## config.mk

```make
export PLATFORM = sky130hd
export DESIGN_NAME = accel_burst_reader
export DESIGN_NICKNAME = d
export VERILOG_FILES = /design/src/rtl/accel_burst_reader.sv
export SDC_FILE = /design/constraint.sdc
export NUM_CORES = 1
export LEC_CHECK = 0
export ABC_CLOCK_PERIOD_IN_PS = 2350
export BUFFER_PORTS_ARGS = -buffer_cell sky130_fd_sc_hd__buf_2
export CAP_MARGIN = 20
export CORE_AREA = 10 10 115 138
export CTS_CLUSTER_SIZE = 30
export DETAILED_ROUTE_END_ITERATION = 8
export DIE_AREA = 0 0 125 148
export PLACE_DENSITY = 0.81
export SLEW_MARGIN = 5
export SYNTH_ARGS = -nofsm -noshare
export SYNTH_HDL_FRONTEND = slang
export SYNTH_SLANG_ARGS = --single-unit
```

## constraint.sdc

```tcl
create_clock -name sys_clock -period 2.35 [get_ports sys_clock]
set_input_delay 0.3525 -clock sys_clock [delete_from_list [all_inputs] [get_ports sys_clock]]
set_output_delay 0.3525 -clock sys_clock [all_outputs]
set_load 0.03 [all_outputs]
```

## src/rtl/accel_burst_reader.sv

```systemverilog
// accel_burst_reader
//  SPI mode-3 master for a 3-axis accelerometer. After reset it writes the
//  power-control and data-format registers once, then issues a multi-byte
//  burst read of N_AXES axes every SAMPLE_TICKS cycles and presents all axes
//  together as one frame, flagged by a single-cycle osync strobe.
// Ports
//  sys_clock, reset     clock, asynchronous active-low reset
//  enable               run init/bursts; dropping it stops after the current transaction
//  MOSI/MISO/SCL/CS     SPI bus (SCL idles high, CS active low)
//  osync, accel_data    frame strobe and N_AXES signed samples, X in the LSBs
//  init_done, busy      init writes completed / bus or inter-transaction gap active
module accel_burst_reader #(
   parameter int         CLK_DIV      = 8,
   parameter int         N_AXES       = 3,
   parameter int         DATA_WIDTH   = 16,
   parameter int         SAMPLE_TICKS = 100000,
   parameter logic [7:0] START_REG    = 8'h32,
   parameter logic [7:0] PWR_CTL_VAL  = 8'h08,
   parameter logic [7:0] FMT_VAL      = 8'h00
) (
   input  logic                         sys_clock,
   input  logic                         reset,
   input  logic                         enable,
   output logic                         MOSI,
   input  logic                         MISO,
   output logic                         SCL,
   output logic                         CS,
   output logic                         osync,
   output logic [N_AXES*DATA_WIDTH-1:0] accel_data,
   output logic                         init_done,
   output logic                         busy
);
   localparam int TXW = 8 * (1 + 2 * N_AXES);   // command byte + 2 bytes per axis
   localparam int RXW = 16 * N_AXES;
   localparam int CW  = $clog2(2 * CLK_DIV);
   localparam int GW  = $clog2(2 * CLK_DIV + 1);
   localparam int BW  = $clog2(TXW);
   localparam int TW  = $clog2(SAMPLE_TICKS);

   localparam logic [CW-1:0] HALF_LAST = CW'(CLK_DIV - 1);
   localparam logic [CW-1:0] HALF      = CW'(CLK_DIV);
   localparam logic [CW-1:0] BIT_LAST  = CW'(2 * CLK_DIV - 1);
   localparam logic [GW-1:0] GAP_LEN   = GW'(2 * CLK_DIV);
   localparam logic [TW-1:0] TICK_LAST = TW'(SAMPLE_TICKS - 1);
   localparam logic [BW-1:0] INIT_LAST = BW'(15);
   localparam logic [BW-1:0] BURST_LAST = BW'(TXW - 1);
   localparam logic [7:0]    CMD       = {2'b11, START_REG[5:0]};   // read, multi-byte

   typedef enum logic [2:0] {S_IDLE, S_INIT_PWR, S_INIT_FMT, S_WAIT, S_BURST, S_EMIT} state_t;
   typedef enum logic [1:0] {P_START, P_SETUP, P_SHIFT, P_HOLD} phase_t;

   state_t               state;
   phase_t               phase;
   logic [CW-1:0]        cnt;
   logic [BW-1:0]        bit_idx;
   logic [GW-1:0]        gap;
   logic [TW-1:0]        timer;
   logic [TXW-1:0]       tx;
   logic [RXW-1:0]       rx;
   logic [N_AXES*DATA_WIDTH-1:0] frame;

   // Received bytes arrive X0,X1,Y0,Y1,... so X0 sits highest in rx.
   for (genvar a = 0; a < N_AXES; a++) begin : g_axis
      logic [15:0] raw;
      assign raw = {rx[8*(2*N_AXES-2-2*a) +: 8], rx[8*(2*N_AXES-1-2*a) +: 8]};
      if (DATA_WIDTH == 16) begin : g_full
         assign frame[a*DATA_WIDTH +: DATA_WIDTH] = DATA_WIDTH'(raw);
      end else begin : g_narrow
         // 10-bit right-justified sample: keep the top 8 of the 10 valid bits.
         logic unused_hi;
         assign unused_hi = ^{raw[15:10], raw[1:0]};
         assign frame[a*DATA_WIDTH +: DATA_WIDTH] = DATA_WIDTH'(raw[9:2]);
      end
   end

   assign busy = ~CS | (gap != '0);

   always_ff @(posedge sys_clock or negedge reset) begin
      if (!reset) begin
         state      <= S_IDLE;
         phase      <= P_START;
         cnt        <= '0;
         bit_idx    <= '0;
         gap        <= '0;
         timer      <= '0;
         tx         <= '0;
         rx         <= '0;
         CS         <= 1'b1;
         SCL        <= 1'b1;
         MOSI       <= 1'b0;
         osync      <= 1'b0;
         accel_data <= '0;
         init_done  <= 1'b0;
      end else begin
         osync <= 1'b0;
         if (gap != '0) gap <= gap - 1'b1;
         case (state)
            S_IDLE: if (enable) begin
               phase <= P_START;
               timer <= '0;
               state <= init_done ? S_WAIT : S_INIT_PWR;
            end
            S_WAIT: begin
               if (!enable) state <= S_IDLE;
               else if (timer == TICK_LAST) begin
                  timer <= '0;
                  phase <= P_START;
                  state <= S_BURST;
               end else timer <= timer + 1'b1;
            end
            S_EMIT: begin
               osync      <= 1'b1;
               accel_data <= frame;
               timer      <= timer + 1'b1;
               state      <= enable ? S_WAIT : S_IDLE;
            end
            default: begin   // INIT_PWR, INIT_FMT, BURST: one SPI transaction each
               if (state == S_BURST) timer <= timer + 1'b1;
               case (phase)
                  P_START: begin
                     if (!enable) state <= S_IDLE;
                     else if (gap == '0) begin   // CS high long enough since last rise
                        CS      <= 1'b0;
                        cnt     <= '0;
                        bit_idx <= '0;
                        phase   <= P_SETUP;
                        if (state == S_BURST)        tx <= {CMD, {(TXW-8){1'b0}}};
                        else if (state == S_INIT_PWR) tx <= {8'h2D, PWR_CTL_VAL, {(TXW-16){1'b0}}};
                        else                          tx <= {8'h31, FMT_VAL, {(TXW-16){1'b0}}};
                     end
                  end
                  P_SETUP: begin
                     if (cnt == HALF_LAST) begin
                        cnt   <= '0;
                        phase <= P_SHIFT;
                     end else cnt <= cnt + 1'b1;
                  end
                  P_SHIFT: begin
                     // First half of each bit SCL low (MOSI changes), second half high (MISO sampled).
                     if (cnt == '0) begin
                        SCL  <= 1'b0;
                        MOSI <= tx[TXW-1];
                        tx   <= {tx[TXW-2:0], 1'b0};
                     end
                     if (cnt == HALF) begin
                        SCL <= 1'b1;
                        rx  <= {rx[RXW-2:0], MISO};
                     end
                     if (cnt == BIT_LAST) begin
                        cnt <= '0;
                        if (bit_idx == ((state == S_BURST) ? BURST_LAST : INIT_LAST)) phase <= P_HOLD;
                        else bit_idx <= bit_idx + 1'b1;
                     end else cnt <= cnt + 1'b1;
                  end
                  P_HOLD: begin
                     if (cnt == HALF_LAST) begin
                        CS    <= 1'b1;
                        MOSI  <= 1'b0;
                        gap   <= GAP_LEN;
                        cnt   <= '0;
                        phase <= P_START;
                        if (state == S_INIT_PWR) state <= S_INIT_FMT;
                        else if (state == S_INIT_FMT) begin
                           init_done <= 1'b1;
                           timer     <= '0;
                           state     <= enable ? S_WAIT : S_IDLE;
                        end else state <= S_EMIT;
                     end else cnt <= cnt + 1'b1;
                  end
                  default: phase <= P_START;
               endcase
            end
         endcase
      end
   end
endmodule

```

# == Yosys cells after proc, flatten, opt, wreduce, memory -nomap -nowiden ==
# Index checks and enable logic that the tools add are counted.
# op_classes
order_cmp,0
n_shift,0
addsub,4
div_mod_pow,0
eq_ne,30
bitwise,5
n_reduce_logical,23
multipliers,0
muxes,62
# ops
operator,count
$mux 56,4
$mux 17,8
$pmux 56 s2,1
$mux 53,1
$pmux 17 s3,1
$mux 6,5
$mux 2,11
$mux 3,7
$mux 5,4
$reduce_and 5->1,4
$ne 2x2->1 const B,9
$add 17x1->17 const B,1
$eq 17x17->1 const B,1
$mux 4,4
$ne 4x4->1 const B,4
$pmux 4 s3,1
$pmux 6 s2,1
$reduce_and 10->1,1
$reduce_bool 5->1,2
$pmux 3 s3,1
$reduce_and 3->1,3
$eq 4x4->1 const B,2
$mux 1,8
$pmux 2 s4,1
29 further kinds,39
# totals
mem_count,0
input_bits,4
output_inout_bits,54
ramBits,0
latch_bits,0
ff_bits,194
romBits,0
wordCells,138

# == Longest topological paths before layout ==
# Gate-level depths: netlist of the first run.
# depth
ltp_word,7
mapped_depth,9
mapped_depth_nobuf,7

# == Worst setup path before layout of the first run ==
# No wires, ideal clock.
# synth_timing
path_kind,register to register
from,register gap[0]
to,register bit_idx[3]
required_time_ns,2.272
slack_ns,0.152
path_stages_with_launch,10
n_path_buf,2
period_less_slack_ns,2.198
setup_ns,0.078
arrival_time_ns,2.120
path_cell_list,dfrtp_1 > inv_1 > ha_1 > or4b_1 > buf_6 > o21ai_4 > o211ai_4 > buf_6 > or3_1 > a21oi_1
# synth_via
elab_chain_cells,3
# synth_rtl
item,line,source
start: declaration,56,logic [GW-1:0] gap;
start signal: assignment,96,if (gap != '0) gap <= gap - 1'b1;
$logic_not 5->1,122,else if (gap == '0) begin
$ne 2x2->1 (no source line),-,
$reduce_and 6->1 (no source line),-,
end signal: assignment,152,else bit_idx <= bit_idx + 1'b1;
end: declaration,55,logic [BW-1:0] bit_idx;
# No other way between the ends.
# A chain may end at the register's enable or synchronous reset.

# == Final worst setup path of the first run ==
# layout_timing
from,register gap[0]
to,register bit_idx[4]
# The elaborated chain is that of the path after synthesis.

==> results of run 1 <==
[metrics by stage]
| stage | total power [uW] | hold WS [ns] | worst slack, ns | cells |
|---|---|---|---|---|
| 5_1_grt | 7910 | 0.203 | -0.0294 | 831 |
| 4_1_cts | 7430 | 0.191 | 0.0250 | 827 |
| 6_report | 7530 | 0.199 | 0.100 | 831 |
| 3_3_place_gp | 4670 | 0.372 | 0.135 | 794 |
| 3_5_place_dp | 4750 | 0.378 | 0.0784 | 794 |
| 2_1_floorplan | 4290 | 0.0569 | 0.152 | 578 |
[power by group through the flow]
| stage | combinational [uW] | clock (uW) | sequential [uW] |
|---|---|---|---|
| after CTS | 1720 | 2700 | 3010 |
| after floorplan | 1280 | 0 | 3010 |
| final | 1840 | 2670 | 3010 |
| after global placement | 1640 | 0 | 3030 |
| after detailed placement | 1700 | 0 | 3050 |
| after global routing | 2040 | 2820 | 3050 |
[worst paths after layout]
path	start	end	depth (start not counted)
hold reg to reg	SCL	SCL	2
setup reg to reg	gap[0]	bit_idx[4]	7
min in group asynchronous	reset	bit_idx[4]	2
hold / removal	MISO	rx[0]	2
setup / recovery	gap[0]	bit_idx[4]	7
max in group asynchronous	reset	accel_data[4]	3
[registers in the layout (all words and copies together), names as in the netlist]
register,cells
CS,1
MOSI,1
SCL,1
accel_data,48
bit_idx,6
cnt,4
gap,5
init_done,1
osync,1
phase,2
rx,48
state,3
timer,17
tx,13
[timing repair]
item / in CTS / in global routing
gates resized for setup: 0 / 6
setup endpoints to repair: 0 / 14
buffers inserted: 0 / 4
endpoints found under the hold margin: 57 / 0
hold buffers: 1 / 0
[per-layer routing]
layer	global-route usage, %	part of all wire [%]	vias up
met1	19.2	41	2478
met2	28.1	51	175
met5	0	0	-
met4	5.54	1.8	0
met3	4.76	6.0	32
li1	-	-	2264
[synth_stat cells (7+ instances only)]
cell type / count / area share (%)
nor2_1: 17 / 0.92
dfrtp_1: 149 / 54
o21ai_0: 24 / 1.7
inv_1: 22 / 1.2
nor2b_1: 7 / 0.63
nand2_1: 37 / 2.0
mux2_2: 97 / 16
nand3_1: 18 / 1.3
ha_1: 9 / 1.6
clkbuf_1: 11 / 0.60
a21oi_1: 25 / 1.8
nor3_1: 15 / 1.1
[logic make-up (layout without fill, tap and decap cells)]
family | count (synthesis) | after routing
AND/OR/NAND/NOR | 146 | 146
buffers and inverters | 51 | 136
flip-flops | 151 | 151
adder cells (fa/ha/maj) | 9 | 9
XOR/XNOR | 5 | 5
AO/OA/AOI/OAI | 116 | 116
multiplexers | 100 | 100
[area by class of cell]
cell class | count | area [um2] | area share [%]
Timing Repair Buffer | 82 | 532 | 6.54
Tap cell | 168 | 210 | 2.58
Multi-Input combinational cell | 376 | 2940 | 36.1
Clock inverter | 15 | 164 | 2.02
Inverter | 22 | 82.6 | 1.02
Sequential cell | 151 | 3780 | 46.5
Clock buffer | 17 | 425 | 5.23
==> results.toml, run 1 <==
[timing]
fin_skew_ns = 0.00936
fin_crit_ns = 2.25
hold_viol = 0
rsz0062_at_grt = "true"
max_freq_ghz = 0.444
fin_crit_sh_pct = 95.7
drv_slew = 0
worst_slew_pin_slew_ns = 0.606
fin_setup_tns_ns = 0
slew_headroom_pct = 59.3
setup_violations = 0

[power_and_ir_drop]
p_per_area_nw_per_um2 = 925
power_frac_clock_pct = 35.5
p_sw_share_pct = 32.9
p_comb_share_pct = 24.4
max-vdd-ir-drop_mv = 0.550
seqPwrFrac_pct = 40.1
p_int_uw = 5050
power_switching_uw = 2480
p_leak_uw = 0.00402

[floorplanning]
die_h_um = 148
die-area_um2 = 18500
fp.dieW_um = 125
core_um2 = 13100
ios = 58
initial_core_util_pct = 52.9
row_count = 46

[logic_synthesis]
avgSynthCellArea_um2 = 12.0
syn-num-nets = 591
yosys_warnings = 0
synth-seq-cells = 151
syn_inst = 578
synthMuxAreaShare_pct = 16.2
yosysSeqAreaShare_pct = 54.5
synth_edf_count = 0
synth_compound_gate_area_share_pct = 12.0
synth_ff_type = "dfrtp_1"
synth-simple-area-share_pct = 11.5
synthArstFlopShare_pct = 100
synth_top_family_by_area = "multiplexers"
synthAdderAreaFrac_pct = 1.62
synth_xor_area_share_pct = 0.631
synth_area_um2 = 6940
synth_cell_types = 74

[worst_setup_path]
crit_family = "simple AND/OR/NAND/NOR gates"
crit_chain = "inv_1, ha_1, or4b_4, o21ai_4, o211ai_4, or4_1, a21oi_1"
r2r_slack_ns = 0.10
crit_fanout = 12
arrival_ns = 2.60
end_kind = "flop"
crit_required_ns = 2.70
slowest_stage = "or4b_4"
critical_path_class = "flop to flop"
critical_path.max_stage_delay_ns = 0.50
cp_num_buf_inv = 1
startpoint_type = "flop"

[drt]
wire_per_inst_um = 18.2
ant_nets = 0
routed_wl_um = 15100
viasPerCell = 5.96
route.detailed.drc = 0
drt_first_pass_iters = 5
dr.first_iter.drc_count = 272
vias = 4949

[global_routing]
grt_pass1_vias = 5108
grt_max_degree = 63
grt.total_usage_pct = 16.4
antenna_found_initial = 0
overflow = 0
grt_pass1_wl_um = 25700

[placement]
numPortBuffers = 57
place.gp.congestion = 0.859
place_area_um2 = 7470
dp_hpwl_um = 10100

[cells_and_area]
drive_above_1_share_pct = 34.5
diodes = 0
fillers = 981
final_common_cell = "dfrtp_1"
synthToLayoutAreaGrowth_pct = 17.2
stdcell_area_um2 = 8130
final_cell_mix = "dfrtp_1, mux2_2, buf_2"
nNetsFinal = 663
post-route-util_pct = 62.0

[job]
maxCapViolations = 0

[clock_tree]
cts_root_buf = "clkbuf_16"
insertion_delay_ns = 0.42
cts_made_buffers = 17
cts_tree = "yes"
cts_buffer_depth = 2
clock-sinks = 151
cts-htree-levels = 4
clk_pin_slew_ns = 0.07

[status]
status = "completed"

[hold_path]
hold_class = "primary input to flop"
Power figures use the tool's default switching activity.
==> inputs of run 2 (changes only) <==
--- a/config.mk
+++ b/config.mk
@@ -6,7 +6,7 @@
 export NUM_CORES = 1
 export LEC_CHECK = 0
 export ABC_CLOCK_PERIOD_IN_PS = 2350
-export BUFFER_PORTS_ARGS = -buffer_cell sky130_fd_sc_hd__buf_2
+export BUFFER_PORTS_ARGS = -buffer_cell sky130_fd_sc_hd__buf_4
 export CAP_MARGIN = 20
 export CORE_AREA = 10 10 115 138
 export CTS_CLUSTER_SIZE = 30
==> results.toml, run 2 (synthesized netlist as in run 1, its figures left out) <==
[timing]
max_freq_ghz = 0.444
rsz0062_at_grt = "true"
fin_crit_sh_pct = 95.9
worst_slew_pin_slew_ns = 0.635
drv_slew = 0
fin_crit_ns = 2.25
hold_viol = 0
setup_violations = 0
slew_headroom_pct = 57.3
fin_skew_ns = 0.00991

[placement]
numPortBuffers = 57
dp_hpwl_um = 10200
place_area_um2 = 7610
place.gp.congestion = 0.915

[floorplanning]
row_count = 46
initial_core_util_pct = 52.9
ios = 58
fp.dieW_um = 125
die-area_um2 = 18500
core_um2 = 13100
die_h_um = 148

[clock_tree]
cts_root_buf = "clkbuf_16"
cts_tree = "yes"
clk_pin_slew_ns = 0.07
clock-sinks = 151
cts-htree-levels = 4
insertion_delay_ns = 0.42
cts_made_buffers = 17
cts_buffer_depth = 2

[hold_path]
hold_start = "MISO"
hold_class = "primary input to flop"
worstHoldPathCells = 2
worstHoldEndpoint = "rx[0]"

[cells_and_area]
synthToLayoutAreaGrowth_pct = 19.0
drive_above_1_share_pct = 34.3
nNetsFinal = 662
diodes = 0
final_cell_mix = "dfrtp_1, mux2_2, buf_4"
reg.largest.list = "accel_data x48, rx x48, timer x17"
fillers = 978
stdcell_area_um2 = 8250
final_common_cell = "dfrtp_1"
post-route-util_pct = 62.9

[worst_setup_path]
end_kind = "flop"
slowest_stage = "or4b_4"
r2r_slack_ns = 0.1
crit_chain = "inv_1, ha_1, or4b_4, o21ai_4, o211ai_4, or4_1, a21oi_1"
arrival_ns = 2.60
crit_required_ns = 2.70
rr_startpoint = "gap[0]"
r2r-end = "bit_idx[4]"
crit_family = "simple AND/OR/NAND/NOR gates"
critical_path_class = "flop to flop"
cp_num_buf_inv = 1
critical_path.max_stage_delay_ns = 0.49
startpoint_type = "flop"
crit_fanout = 12
rr_worst_depth = 7

[global_routing]
overflow = 0
grt_max_degree = 73
grt_pass1_wl_um = 25700
grt_pass1_vias = 5175
grt.total_usage_pct = 16.4
antenna_found_initial = 0

[drt]
wire_per_inst_um = 18.4
dr.first_iter.drc_count = 329
route.detailed.drc = 0
drt_first_pass_iters = 5
vias = 4907
ant_nets = 0
viasPerCell = 5.92
routed_wl_um = 15200

[status]
status = "completed"

[power_and_ir_drop]
p_per_area_nw_per_um2 = 918
max-vdd-ir-drop_mv = 0.578
p_leak_uw = 0.00402
power.total_uw = 7570

[job]
maxCapViolations = 0
[run 2: cell count changes in the layout (fill, tap and decap cells not counted), sizes merged]
cell	change
buf	-1
clkinv	-4
inv	+2
bufinv	+1
[run 2: cell type report]
cell class	instances	area (um2)	area share (%)
multi-input cells	376	2930	35.5
clock buffers	17	425	5.15
well taps	168	210	2.55
inverters	22	82.6	1.00
repair buffers	81	656	7.94
flip-flops and latches	151	3780	45.8
clock inverters	14	165	2.00
[run 2: power by group]
group	total (uW)	switching [uW]	internal (uW)	leakage, uW
logic	1840	1120	717	0.00166
registers	3020	204	2820	0.00207
clock network	2720	1130	1590	0.000286
[run 2: per-stage QoR]
| stage | std cells | hold WS, ns | setup TNS [ns] | worst slack, ns |
|---|---|---|---|---|
| after floorplan | 578 | 0.0569 | 0 | 0.152 |
| after global placement | 795 | 0.304 | 0 | 0.134 |
| after detailed placement | 795 | 0.313 | 0 | 0.0222 |
| after CTS | 827 | 0.168 | 0 | 0.0249 |
| after global routing | 829 | 0.182 | -0.0113 | -0.0113 |
| final | 829 | 0.178 | 0 | 0.0973 |
[run 2: how the worst max path moves through the flow]
stage	startpoint	endpoint	slack (ns)	depth (start not counted)
6_report	gap[0]	bit_idx[4]	0.1	7
5_1_grt	gap[0]	bit_idx[4]	-0.01	7
4_1_cts	gap[0]	bit_idx[4]	0.02	7
3_5_place_dp	gap[0]	tx[51]	0.02	7
3_3_place_gp	gap[0]	bit_idx[4]	0.13	7
2_1_floorplan	gap[0]	bit_idx[3]	0.15	9
[run 2: repair_timing]
action                                  in CTS  in global routing
setup buffers                                0                  2
hold buffers                                 1                  0
resized for setup                            2                  4
pin swaps                                    0                  1
hold endpoints to repair                    43                  0
gates cloned                                 0                  0
endpoints found under the setup margin       3                  6
[run 2: per-layer routing]
layer | track usage [%] | vias to the layer above | share of wire, %
li1 | - | 2256 | -
met1 | 19.3 | 2485 | 42
met2 | 27.9 | 148 | 51
met3 | 4.72 | 18 | 5.8
met4 | 5.65 | 0 | 1.2
met5 | 0 | - | 0
